<file path="config.mk">
export PLATFORM = sky130hd
export DESIGN_NAME = cmp_share_arb
export DESIGN_NICKNAME = d
export VERILOG_FILES = /design/src/rtl/cmp_arb_pkg.sv /design/src/rtl/cmp_share_arb_cmp_core.sv /design/src/rtl/cmp_share_arb.sv
export SDC_FILE = /design/constraint.sdc
export NUM_CORES = 1
export LEC_CHECK = 0
export ABC_AREA = 1
export CORE_UTILIZATION = 23
export DETAILED_ROUTE_END_ITERATION = 10
export DONT_BUFFER_PORTS = 1
export GPL_ROUTABILITY_DRIVEN = 0
export MAX_ROUTING_LAYER = met4
export PLACE_DENSITY = 0.44
export SLEW_MARGIN = 10
export SYNTH_ARGS = -nofsm -noshare
export SYNTH_HDL_FRONTEND = slang
export SYNTH_SLANG_ARGS = --single-unit
</file>
<file path="constraint.sdc">
create_clock -name clk -period 2.3 [get_ports clk]
set_input_delay 0.23 -clock clk [delete_from_list [all_inputs] [get_ports clk]]
set_output_delay 0.23 -clock clk [all_outputs]
set_load 0.01 [all_outputs]
</file>
<file path="src/rtl/cmp_arb_pkg.sv">
// Shared types and constants for the time-shared comparator arbiter.
// State encoding, id width helper and 7-segment display codes.
package cmp_arb_pkg;

  typedef enum logic [1:0] {
    IDLE,
    GRANT,
    RESP
  } state_t;

  localparam int N_REQ_DEF = 4;
  localparam int ID_W = $clog2(N_REQ_DEF);

  localparam logic [3:0] DISP_LE = 4'd0;
  localparam logic [3:0] DISP_GT = 4'd1;

  function automatic int id_w(input int n);
    return (n > 1) ? $clog2(n) : 1;
  endfunction

endpackage

</file>
<file path="src/rtl/cmp_share_arb_cmp_core.sv">
// Combinational W-bit magnitude comparator (gt, eq).
// Ports: a, b operands; gt = a > b; eq = a == b. CMP_SIGNED_EN: two's complement.
module cmp_core #(
  parameter int W = 4
) (
  input  logic [W-1:0] a,
  input  logic [W-1:0] b,
  output logic         gt,
  output logic         eq
);

`ifdef CMP_SIGNED_EN
  assign gt = $signed(a) > $signed(b);
`else
  assign gt = a > b;
`endif

  assign eq = (a == b);

endmodule

</file>
<file path="src/rtl/cmp_share_arb.sv">
// Round-robin arbiter sharing one comparator among N_REQ requesters.
// Ports: clk, rst (sync, active-high), req, a_bus, b_bus -> gnt, busy,
// rsp_valid/rsp_id/rsp_gt/rsp_eq, disp_bin, led. Macro: CMP_SIGNED_EN.
module cmp_share_arb
  import cmp_arb_pkg::*;
#(
  parameter int N_REQ = 4,
  parameter int W     = 4,
  localparam int IDW  = id_w(N_REQ)
) (
  input  logic               clk,
  input  logic               rst,
  input  logic [N_REQ-1:0]   req,
  input  logic [N_REQ*W-1:0] a_bus,
  input  logic [N_REQ*W-1:0] b_bus,
  output logic [N_REQ-1:0]   gnt,
  output logic               busy,
  output logic               rsp_valid,
  output logic [IDW-1:0]     rsp_id,
  output logic               rsp_gt,
  output logic               rsp_eq,
  output logic [3:0]         disp_bin,
  output logic [2*W-1:0]     led
);

  state_t           state;
  logic [IDW-1:0]   ptr;
  logic [IDW-1:0]   wid;
  logic [W-1:0]     opa;
  logic [W-1:0]     opb;

  logic             found;
  logic [IDW-1:0]   win;
  logic [N_REQ-1:0] win_oh;
  logic [W-1:0]     sel_a;
  logic [W-1:0]     sel_b;
  logic             gt;
  logic             eq;

  // First set request at or above ptr, wrapping modulo N_REQ.
  always_comb begin
    logic [IDW:0]   sum;
    logic [IDW-1:0] j;
    found = 1'b0;
    win   = '0;
    sum   = '0;
    j     = '0;
    for (int k = 0; k < N_REQ; k++) begin
      sum = {1'b0, ptr} + (IDW+1)'(k);
      if (sum >= (IDW+1)'(N_REQ)) begin
        sum = sum - (IDW+1)'(N_REQ);
      end
      j = sum[IDW-1:0];
      if (!found && req[j]) begin
        found = 1'b1;
        win   = j;
      end
    end
  end

  always_comb begin
    win_oh = '0;
    sel_a  = '0;
    sel_b  = '0;
    for (int k = 0; k < N_REQ; k++) begin
      if (win == IDW'(k)) begin
        win_oh[k] = 1'b1;
        sel_a     = a_bus[k*W +: W];
        sel_b     = b_bus[k*W +: W];
      end
    end
  end

  cmp_core #(
    .W(W)
  ) u_cmp (
    .a  (opa),
    .b  (opb),
    .gt (gt),
    .eq (eq)
  );

  always_ff @(posedge clk) begin
    if (rst) begin
      state     <= IDLE;
      ptr       <= '0;
      wid       <= '0;
      opa       <= '0;
      opb       <= '0;
      gnt       <= '0;
      busy      <= 1'b0;
      rsp_valid <= 1'b0;
      rsp_id    <= '0;
      rsp_gt    <= 1'b0;
      rsp_eq    <= 1'b0;
      disp_bin  <= DISP_LE;
      led       <= '0;
    end else begin
      unique case (state)
        IDLE: begin
          if (found) begin
            opa   <= sel_a;
            opb   <= sel_b;
            wid   <= win;
            gnt   <= win_oh;
            busy  <= 1'b1;
            state <= GRANT;
          end
        end
        GRANT: begin
          gnt       <= '0;
          rsp_gt    <= gt;
          rsp_eq    <= eq;
          rsp_id    <= wid;
          rsp_valid <= 1'b1;
          disp_bin  <= gt ? DISP_GT : DISP_LE;
          led       <= {opa, opb};
          state     <= RESP;
        end
        RESP: begin
          rsp_valid <= 1'b0;
          busy      <= 1'b0;
          ptr       <= (wid == IDW'(N_REQ-1)) ? '0 : wid + 1'b1;
          state     <= IDLE;
        end
        default: begin
          state <= IDLE;
        end
      endcase
    end
  end

endmodule

</file>
==> impl_metrics.tcl <==
set metrics [dict create \
    row_count 32 \
    avgSynthCellArea_sq_um 6.75 \
    startpoint_type "register" \
    track_usage_pct 12.7 \
    start_util_pct 24.1 \
    finalHoldViolations 0 \
    ios 60 \
    tns_ns 0 \
    yosys_warnings 0 \
    sequentialPowerShare_pct 37.3 \
    drt_iter0_drc 59 \
    ys_top_cells_by_area "dfxtp_1, nand2_1, nor2_1, a21oi_1, ha_1" \
    crit_arrival_ns 2.21 \
    final_util_pct 26.6 \
    maxCapViolations 0 \
    htreeDepth 2 \
    synth-seq-area-share_pct 33.9 \
    startpoint "ptr[0]$_SDFFE_PP0P_" \
    core_area_sq_um 7850 \
    drc_errors 0 \
    period_share_pct 86.6 \
    hold_path_class "input port to register" \
    power_frac_comb_pct 43.3 \
    antenna_left 0 \
    holdPathStages 1 \
    synth_largest_area_cell "dfxtp_1" \
    power_leakage_nw 0.952 \
    rr_worst_depth 15 \
    yosysUniqueCellTypes 28 \
    cp_max_fo 10 \
    clock-root-buffer "clkbuf_8" \
    numClockSinks 32 \
    wirelength_um 5060 \
    wl_per_cell_um 13.1 \
    powerDensity_nw_per_um2 1090 \
    max_freq_mhz 502 \
    p_clk_share_pct 19.4 \
    synth-seq-cells 32 \
    dieArea_sq_um 8590 \
    drive_gt1_share_pct 12.0 \
    status "finished, final reports clean" \
    clk-insertion-delay-late_ns 0.28 \
    synth_top_area_share_pct 33.9 \
    tightest_slew_ns 0.600 \
    grt_pass1_vias 1659 \
    min_from "rst" \
    die_w_um 92.7 \
    cts_buffer_depth 2 \
    endpoint_kind "register" \
    finClkSkew_ns 0.00369 \
    cp.required_ns 2.51 \
    die_h_um 92.7 \
    syn_area_sq_um 1890 \
    grt_max_degree 19 \
    diodes 0 \
    power.share.switching_pct 43.2 \
    drt_pass1_iterations 4 \
    viasPerCell 4.42 \
    crit_type "register to register" \
    antenna_found_initial 0 \
    min_period_ns 1.99 \
    rsz0062_at_grt "false" \
    area_growth_pct 10.3 \
    intPower_mw 1.29 \
    grt_pass1_wl_um 8370 \
    clk_pin_slew_ns 0.06 \
    postSynthCellCount 280 \
    cts_made_buffers 5 \
    cts_tree "built" \
    nNetsFinal 329 \
    switching_power_mw 0.980 \
    overflow 0 \
    drv_slew 0 \
    r2r-start "ptr[0]$_SDFFE_PP0P_" \
    max-vdd-ir-drop_mv 0.305 \
    post-dp-hpwl_um 3960 \
    setup_viol 0 \
    vias 1700 \
    slew_headroom_pct 60.0 \
    io_buffers 0 \
]
worst paths after layout:
path         slack, ns             endpoint
max               0.31  opa[1]$_SDFFE_PP0P_
min               0.02  opb[3]$_SDFFE_PP0P_
max reg2reg       0.31  opa[1]$_SDFFE_PP0P_
min reg2reg       0.46  opb[1]$_SDFFE_PP0P_
registers in the layout (all words and copies together) (netlist names):
| register | count |
|---|---|
| ptr | 2 |
| rsp_gt | 1 |
| opa | 4 |
| opb | 4 |
| led | 8 |
| rsp_eq | 1 |
| state | 2 |
| gnt | 4 |
| rsp_id | 2 |
| rsp_valid | 1 |
| wid | 2 |
| busy | 1 |
logic make-up after synthesis:
| group | after synthesis | synth area share (%) |
|---|---|---|
| simple gates | 144 | 35.3 |
| other cells | 1 | 0.198 |
| compound gates | 52 | 14.3 |
| fa+ha+maj | 9 | 5.96 |
| flops | 32 | 33.9 |
| buf+inv | 42 | 10.4 |
cells in the final DEF (no fill, tap or decap):
cell type | Yosys | routed
inv_2 | 2 | 2
clkbuf_1 | 4 | 2
nor2_4 | 1 | 1
o21ai_0 | 22 | 22
buf_4 | 4 | 6
nor3_1 | 1 | 1
nand3_2 | 4 | 4
clkbuf_8 | 0 | 6
o211a_1 | 1 | 1
conb_1 | 1 | 3
dfxtp_2 | 0 | 1
o21ai_1 | 1 | 1
nor2_1 | 37 | 37
clkinv_1 | 1 | 1
nand2_2 | 8 | 8
a31oi_1 | 1 | 1
ha_1 | 9 | 9
inv_4 | 2 | 2
nand2_4 | 3 | 3
dlygate4sd3_1 | 0 | 1
nand4_1 | 6 | 6
a41oi_1 | 1 | 1
inv_1 | 23 | 23
nand3_1 | 21 | 21
nand2_1 | 62 | 62
dfxtp_1 | 32 | 31
a21oi_1 | 26 | 26
nand4_2 | 1 | 1
layout make-up:
| type | count | area [sq um] |
|---|---|---|
| timing repair buffer | 7 | 55.1 |
| sequential | 32 | 642 |
| multi-input combinational | 208 | 1060 |
| fill | 911 | 5760 |
| clock buffer | 8 | 90.1 |
| inverter | 28 | 110 |
| tap | 102 | 128 |
synthesized netlist by cell type:
cell / instances
inv_2: 2
buf_1: 1
inv_1: 23
a41oi_1: 1
nand2_1: 62
nand2_4: 3
nor2_4: 1
ha_1: 9
a21oi_1: 26
a31oi_1: 1
nand4_1: 6
nor3_1: 1
nand2_2: 8
buf_6: 2
buf_2: 3
o211a_1: 1
nand3_2: 4
clkbuf_1: 4
nand4_2: 1
inv_4: 2
clkinv_1: 1
conb_1: 1
nor2_1: 37
nand3_1: 21
dfxtp_1: 32
o21ai_1: 1
buf_4: 4
o21ai_0: 22
stage by stage:
stage / area [sq um] / setup slack [ns] / std cells / hold WS [ns] / power (mW)
CTS: 2070 / 0.204 / 384 / 0.00385 / 2.30
floorplan: 1900 / 0.575 / 282 / 0.441 / 1.61
detailed placement: 1980 / 0.227 / 376 / 0.307 / 1.85
global route: 2090 / 0.0499 / 385 / 0.00410 / 2.50
global placement: 1980 / 0.263 / 376 / 0.305 / 1.84
finish: 2090 / 0.307 / 385 / 0.0157 / 2.27
critical path: stages, from the launching register on:
cell	delay (ns)
dfxtp_2	0.39
buf_4	0.17
nand2_1	0.07
nand2_2	0.10
nand2_1	0.06
o21ai_1	0.15
nand3_2	0.14
nand2_2	0.09
nand2_4	0.08
inv_4	0.12
nand2_1	0.08
inv_1	0.11
nand2_1	0.06
nand3_1	0.11
nand2_1	0.07
a21oi_1	0.11
power by group through the flow:
stage,combinational (mW),sequential [mW],clock (mW)
after global placement,0.983,0.861,0
after floorplan,0.792,0.814,0
after detailed placement,0.987,0.861,0
after global routing,1.15,0.870,0.481
after CTS,0.993,0.850,0.457
final,0.984,0.847,0.439
layer usage:
metal / vias to the layer above / part of all wire (%) / wire [um] / global-route usage, %
li1: 913 / - / - / -
met1: 741 / 52 / 2610 / 17.4
met2: 44 / 41 / 2060 / 17.8
met3: 2 / 7.0 / 354 / 4.43
met4: 0 / 0.59 / 30 / 3.08
met5: - / 0 / 0 / -
timing repair:
action                                 in CTS  in global routing
endpoints found under the hold margin       0                  6
setup buffers                               0                  0
gates resized for setup                     0                  1
setup endpoints to repair                   0                  2
hold buffers                                0                  1
No activity file was read; power rests on OpenSTA's default activity.
==> variant 1: new RTL, same settings <==
The 3 states of `state_t` get a one-hot encoding in 3 bits.
--- a/src/rtl/cmp_arb_pkg.sv
+++ b/src/rtl/cmp_arb_pkg.sv
@@ -4,6 +4,6 @@
 
-  typedef enum logic [1:0] {
-    IDLE,
-    GRANT,
-    RESP
+  typedef enum logic [2:0] {
+    IDLE  = 3'b001,
+    GRANT = 3'b010,
+    RESP  = 3'b100
   } state_t;
Check against the original RTL: same outputs for any inputs over 10 cycles, from zero or initial values and one cycle with rst high; not proved beyond that.
==> variant 1 against the unedited design <==
Final area is 0.30% lower. Via count grew 0.76%. Critical path depth did not move. Setup slack worse by 0.058 ns. Routed wire length is 1.2% lower. Sequential cell count rose by 1. Area after synthesis is 0.20% lower. Non-clock buffer count shrank 1. Cell count fell by 3.6%. Core utilization fell by 0.080 points. Count of clock-buffer cells in the layout fell by 1. Clock skew hardly changed. Critical path type unchanged. Highest routed layer unchanged.
Power is not compared: it rests on default switching activity, and its combinational part moved more than twofold at a synthesized area within 25%.
==> variant 1: results <==
[detailed_routing]
drtPass1Iterations = 4
wl_per_cell_um = 13.47
wl_met1_mm = 2.620
top_layer = "met4"
dr.first_iter.drc_count = 82
drt-total-wl_mm = 4.996
vias_per_cell = 4.617
routed-wl-met2_mm = 2.066
wl_met3_um = 294

[cts]
insertion_delay_ns = 0.29
cts-resized-gates = 0
root_buffer = "clkbuf_8"
cts-hold-fix-buffers = 2

[status]
status = "finished, final reports clean"

[worst_setup_path]
crit_family = "simple AND/OR/NAND/NOR gates"
worst_path_max_delay_cell = "dfxtp_1"
r2r_slack_ns = 0.25
arrival_ns = 2.23
critPathMaxStageDelay_ns = 0.32
critPathMaxFanout = 17

[global_route]
grt_pass1_vias = 1607
grt_max_degree = 20
use_met2_pct = 16.91
grt_pass1_wl_mm = 8.031
globalRouteTotalUtil_pct = 12.37
grt_util_met3_pct = 2.627
grtUsageMet1_pct = 17.86
antenna_found_initial = 0

[timing]
finalClockSkew_ns = 0.003564
fin_crit_ns = 2.051
whs_ns = 0.03025
worst_slew_pin_slew_ns = 0.4971

[synthesis]
synth_cell_types = 33
yosysSeqAreaShare_pct = 35.01
synthArstFlopShare_pct = 0
synthFlopType = "dfxtp_1"
synth_area_per_cell_um2 = 7.067
synthTopCellsByArea = "dfxtp_1 (35%), nand3_1 (11%), nand2_1 (11%)"
yosys-top-cells-count = "nand2_1 (53), nand3_1 (40), dfxtp_1 (33), nor2_1 (26), inv_1 (25)"

[place]
dpl.hpwl_mm = 3.793
pre_cts_ws_ns = 0.2883
post-place-cells = 361
place_area_um2 = 1958

[layout]
drive_above_1_share_pct = 15.61
n_antenna_cell = 0
largest_reg_flops = 8
finalNetCount = 311

[pwr]
p_comb_mw = 0.419
finalPower_mw = 1.609
seqPwrFrac_pct = 43.5
p_leak_nw = 0.9074
[variant 1: cell count changes in the layout (fill, tap and decap cells not counted), moves of 2 or more]
| cell | before | now |
|---|---|---|
| a21oi_1 | 26 | 7 |
| a21oi_2 | 0 | 7 |
| buf_4 | 6 | 4 |
| clkbuf_1 | 2 | 0 |
| dfxtp_1 | 31 | 33 |
| ha_1 | 9 | 5 |
| inv_1 | 23 | 25 |
| nand2_1 | 62 | 53 |
| nand3_1 | 21 | 40 |
| nor2_1 | 37 | 26 |
| o21ai_0 | 22 | 12 |
| o21ai_1 | 1 | 3 |
| o22ai_1 | 0 | 2 |
| o32ai_1 | 0 | 2 |
[variant 1: worst register-to-register path: stages (launching register included)]
cell	delay [ns]
dfxtp_1	0.32
buf_4	0.17
nand2_1	0.07
nand2_1	0.10
nand2_1	0.10
nand2_2	0.06
nor2_4	0.12
nand3_2	0.10
nand2_2	0.09
nand2_4	0.13
inv_4	0.18
nor2_1	0.10
nand2_1	0.07
nand3_1	0.14
o21ai_1	0.16
inv_1	0.05
[variant 1: cells by family (layout without fill, tap and decap cells)]
family	count (synthesis)	after routing	share of synthesized area [%]
DFF	33	33	35.01
adders and majority gates	5	5	3.316
AOI/OAI and AO/OA	36	36	11.94
buffers and inverters	44	44	11.21
other	1	3	0.1987
and+or+nand+nor	148	148	38.33
[variant 1: final timing paths]
check,start,endpoint,cells after the start
max,ptr[0],opa[2],15
min,rst,state[1],1
max reg2reg,ptr[0],opa[2],15
min reg2reg,opa[0],opa[0],2
[variant 1: layout make-up]
cell class	count	area (µm²)
clock inverter	1	5.005
sequential	33	660.6
tap	102	127.6
fill	898	5768
clock buffer	7	96.34
timing repair buffer	6	50.05
multi-input combinational	192	1022
inverter	30	117.6
==> variant 2: new RTL, same flow settings <==
Made on the original files. Add a define of `CMP_SIGNED_EN`.
--- a/src/rtl/cmp_share_arb_cmp_core.sv
+++ b/src/rtl/cmp_share_arb_cmp_core.sv
@@ -2,2 +2,4 @@
 // Ports: a, b operands; gt = a > b; eq = a == b. CMP_SIGNED_EN: two's complement.
+`define CMP_SIGNED_EN
+
 module cmp_core #(
Check against the original RTL: not equivalent (Yosys sat finds a counterexample within 4 cycles, from zero or initial values and one cycle with rst high).
==> variant 2 against the unedited design <==
Routed wire length rose by 3.2%. Setup slack improved by 0.021 ns. Power fell by 1.7%. First-iteration DRC count rose by 81%. Via count rose by 3.3%. Sequential cell count did not move. Final area rose by 3.0%. Sequential share of layout area fell by 0.78 points. Area after synthesis rose by 2.3%. Largest cell class unchanged.
==> variant 2: results <==
[timing]
maxSlewHeadroom_pct = 66.12

[worst_setup_path]
r2r_slack_ns = 0.33
arrival_ns = 2.13
critPathMaxFanout = 11

[place]
pre_cts_ws_ns = 0.1681
place_area_um2 = 2019
dpl.hpwl_mm = 3.997

[synthesis]
synthArstFlopShare_pct = 0
yosys-top-cells-count = "nand2_1 (76), dfxtp_1 (32), a21oi_1 (25), inv_1 (25), nor2_1 (21)"
synth_cell_types = 32
yosysSeqAreaShare_pct = 33.14
synthTopCellsByArea = "dfxtp_1 (33%), nand2_1 (15%), a21oi_1 (6.5%)"

[detailed_routing]
dr.first_iter.drc_count = 107
num_vias = 1756
drt-total-wl_mm = 5.220

[status]
status = "finished, final reports clean"

[global_route]
grt_pass1_vias = 1588
grt_pass1_wl_mm = 8.307
globalRouteTotalUtil_pct = 12.91

[pwr]
p_leak_nw = 0.9920
power_switching_mw = 0.9658
comb_power_share_pct = 42.8
finalPower_mw = 2.233
peakVddDrop_mv = 0.3373
seqPwrFrac_pct = 37.1

[layout]
finalNetCount = 337
drive_above_1_share_pct = 14.09

[worst_hold_path]
hold_end = "state[0]"
## variant 2: cell types whose count changed after synthesis, moves of 3 or more
cell | unedited run | this run
nor2_1 | 37 | 21
buf_2 | 3 | 0
o21ai_1 | 1 | 9
o21ai_2 | 0 | 3
nand3_2 | 4 | 1
nand2_1 | 62 | 76
inv_2 | 2 | 6
## variant 2: timing repair
action / 4_1_cts / 5_1_grt
buffers inserted: 0 / 0
setup endpoints to repair: 0 / 11
gates resized for setup: 0 / 3
endpoints found under the hold margin: 10 / 1
hold buffers: 2 / 1
## variant 2: cell type report
| cell class | count | area (µm²) |
|---|---|---|
| Clock buffer | 6 | 82.58 |
| Multi-Input combinational cell | 210 | 1085 |
| Timing Repair Buffer | 9 | 75.07 |
| Fill cell | 931 | 6027 |
| Sequential cell | 32 | 644.4 |
| Inverter | 32 | 120.1 |
| Clock inverter | 2 | 10.01 |
| Tap cell | 105 | 131.4 |
## variant 2: worst max-delay path: stages, from the launching register on
cell and delay (ns):
dfxtp_4 0.38, inv_2 0.14, nand2_2 0.09, nand3_1 0.12, nand2_2 0.09, nor2_2 0.13
nand3_1 0.07, nand2_1 0.07, nand2_2 0.05, inv_2 0.11, nand2_2 0.09, buf_4 0.18
o21ai_1 0.13, inv_1 0.05, nand2_1 0.07, a21oi_1 0.06
## variant 2: cell families (layout without fill, tap and decap cells)
| kind of cell | after synthesis | after routing | synth area share [%] |
|---|---|---|---|
| AO/OA/AOI/OAI | 62 | 62 | 18.19 |
| adder cells (fa/ha/maj) | 9 | 9 | 5.825 |
| buffers and inverters | 45 | 49 | 11.26 |
| flip-flops | 32 | 32 | 33.14 |
| other | 1 | 3 | 0.1940 |
| AND/OR/NAND/NOR | 136 | 136 | 31.39 |
## variant 2: metrics by stage
step,std cells,hold WS [ns]
3_3_place_gp,385,0.2960
2_1_floorplan,287,0.2991
5_1_grt,396,0.002874
6_report,396,0.01003
3_5_place_dp,385,0.2977
4_1_cts,395,0.0001217
## variant 2: metal layers
| layer | GRT usage [%] | wire [µm] |
|---|---|---|
| met2 | 18.57 | 2203 |
| met3 | 3.560 | 344 |
| met5 | - | 0 |
| met1 | 17.53 | 2589 |
| met4 | 3.846 | 82 |
## variant 2: worst max path at each step
stage / end / slack, ns / depth (start not counted)
floorplan: opb[0] / 0.59 / 15
global placement: opb[2] / 0.16 / 15
detailed placement: opb[2] / 0.17 / 15
CTS: opb[2] / 0.15 / 15
global route: opb[0] / 0.05 / 15
finish: opb[3] / 0.33 / 15
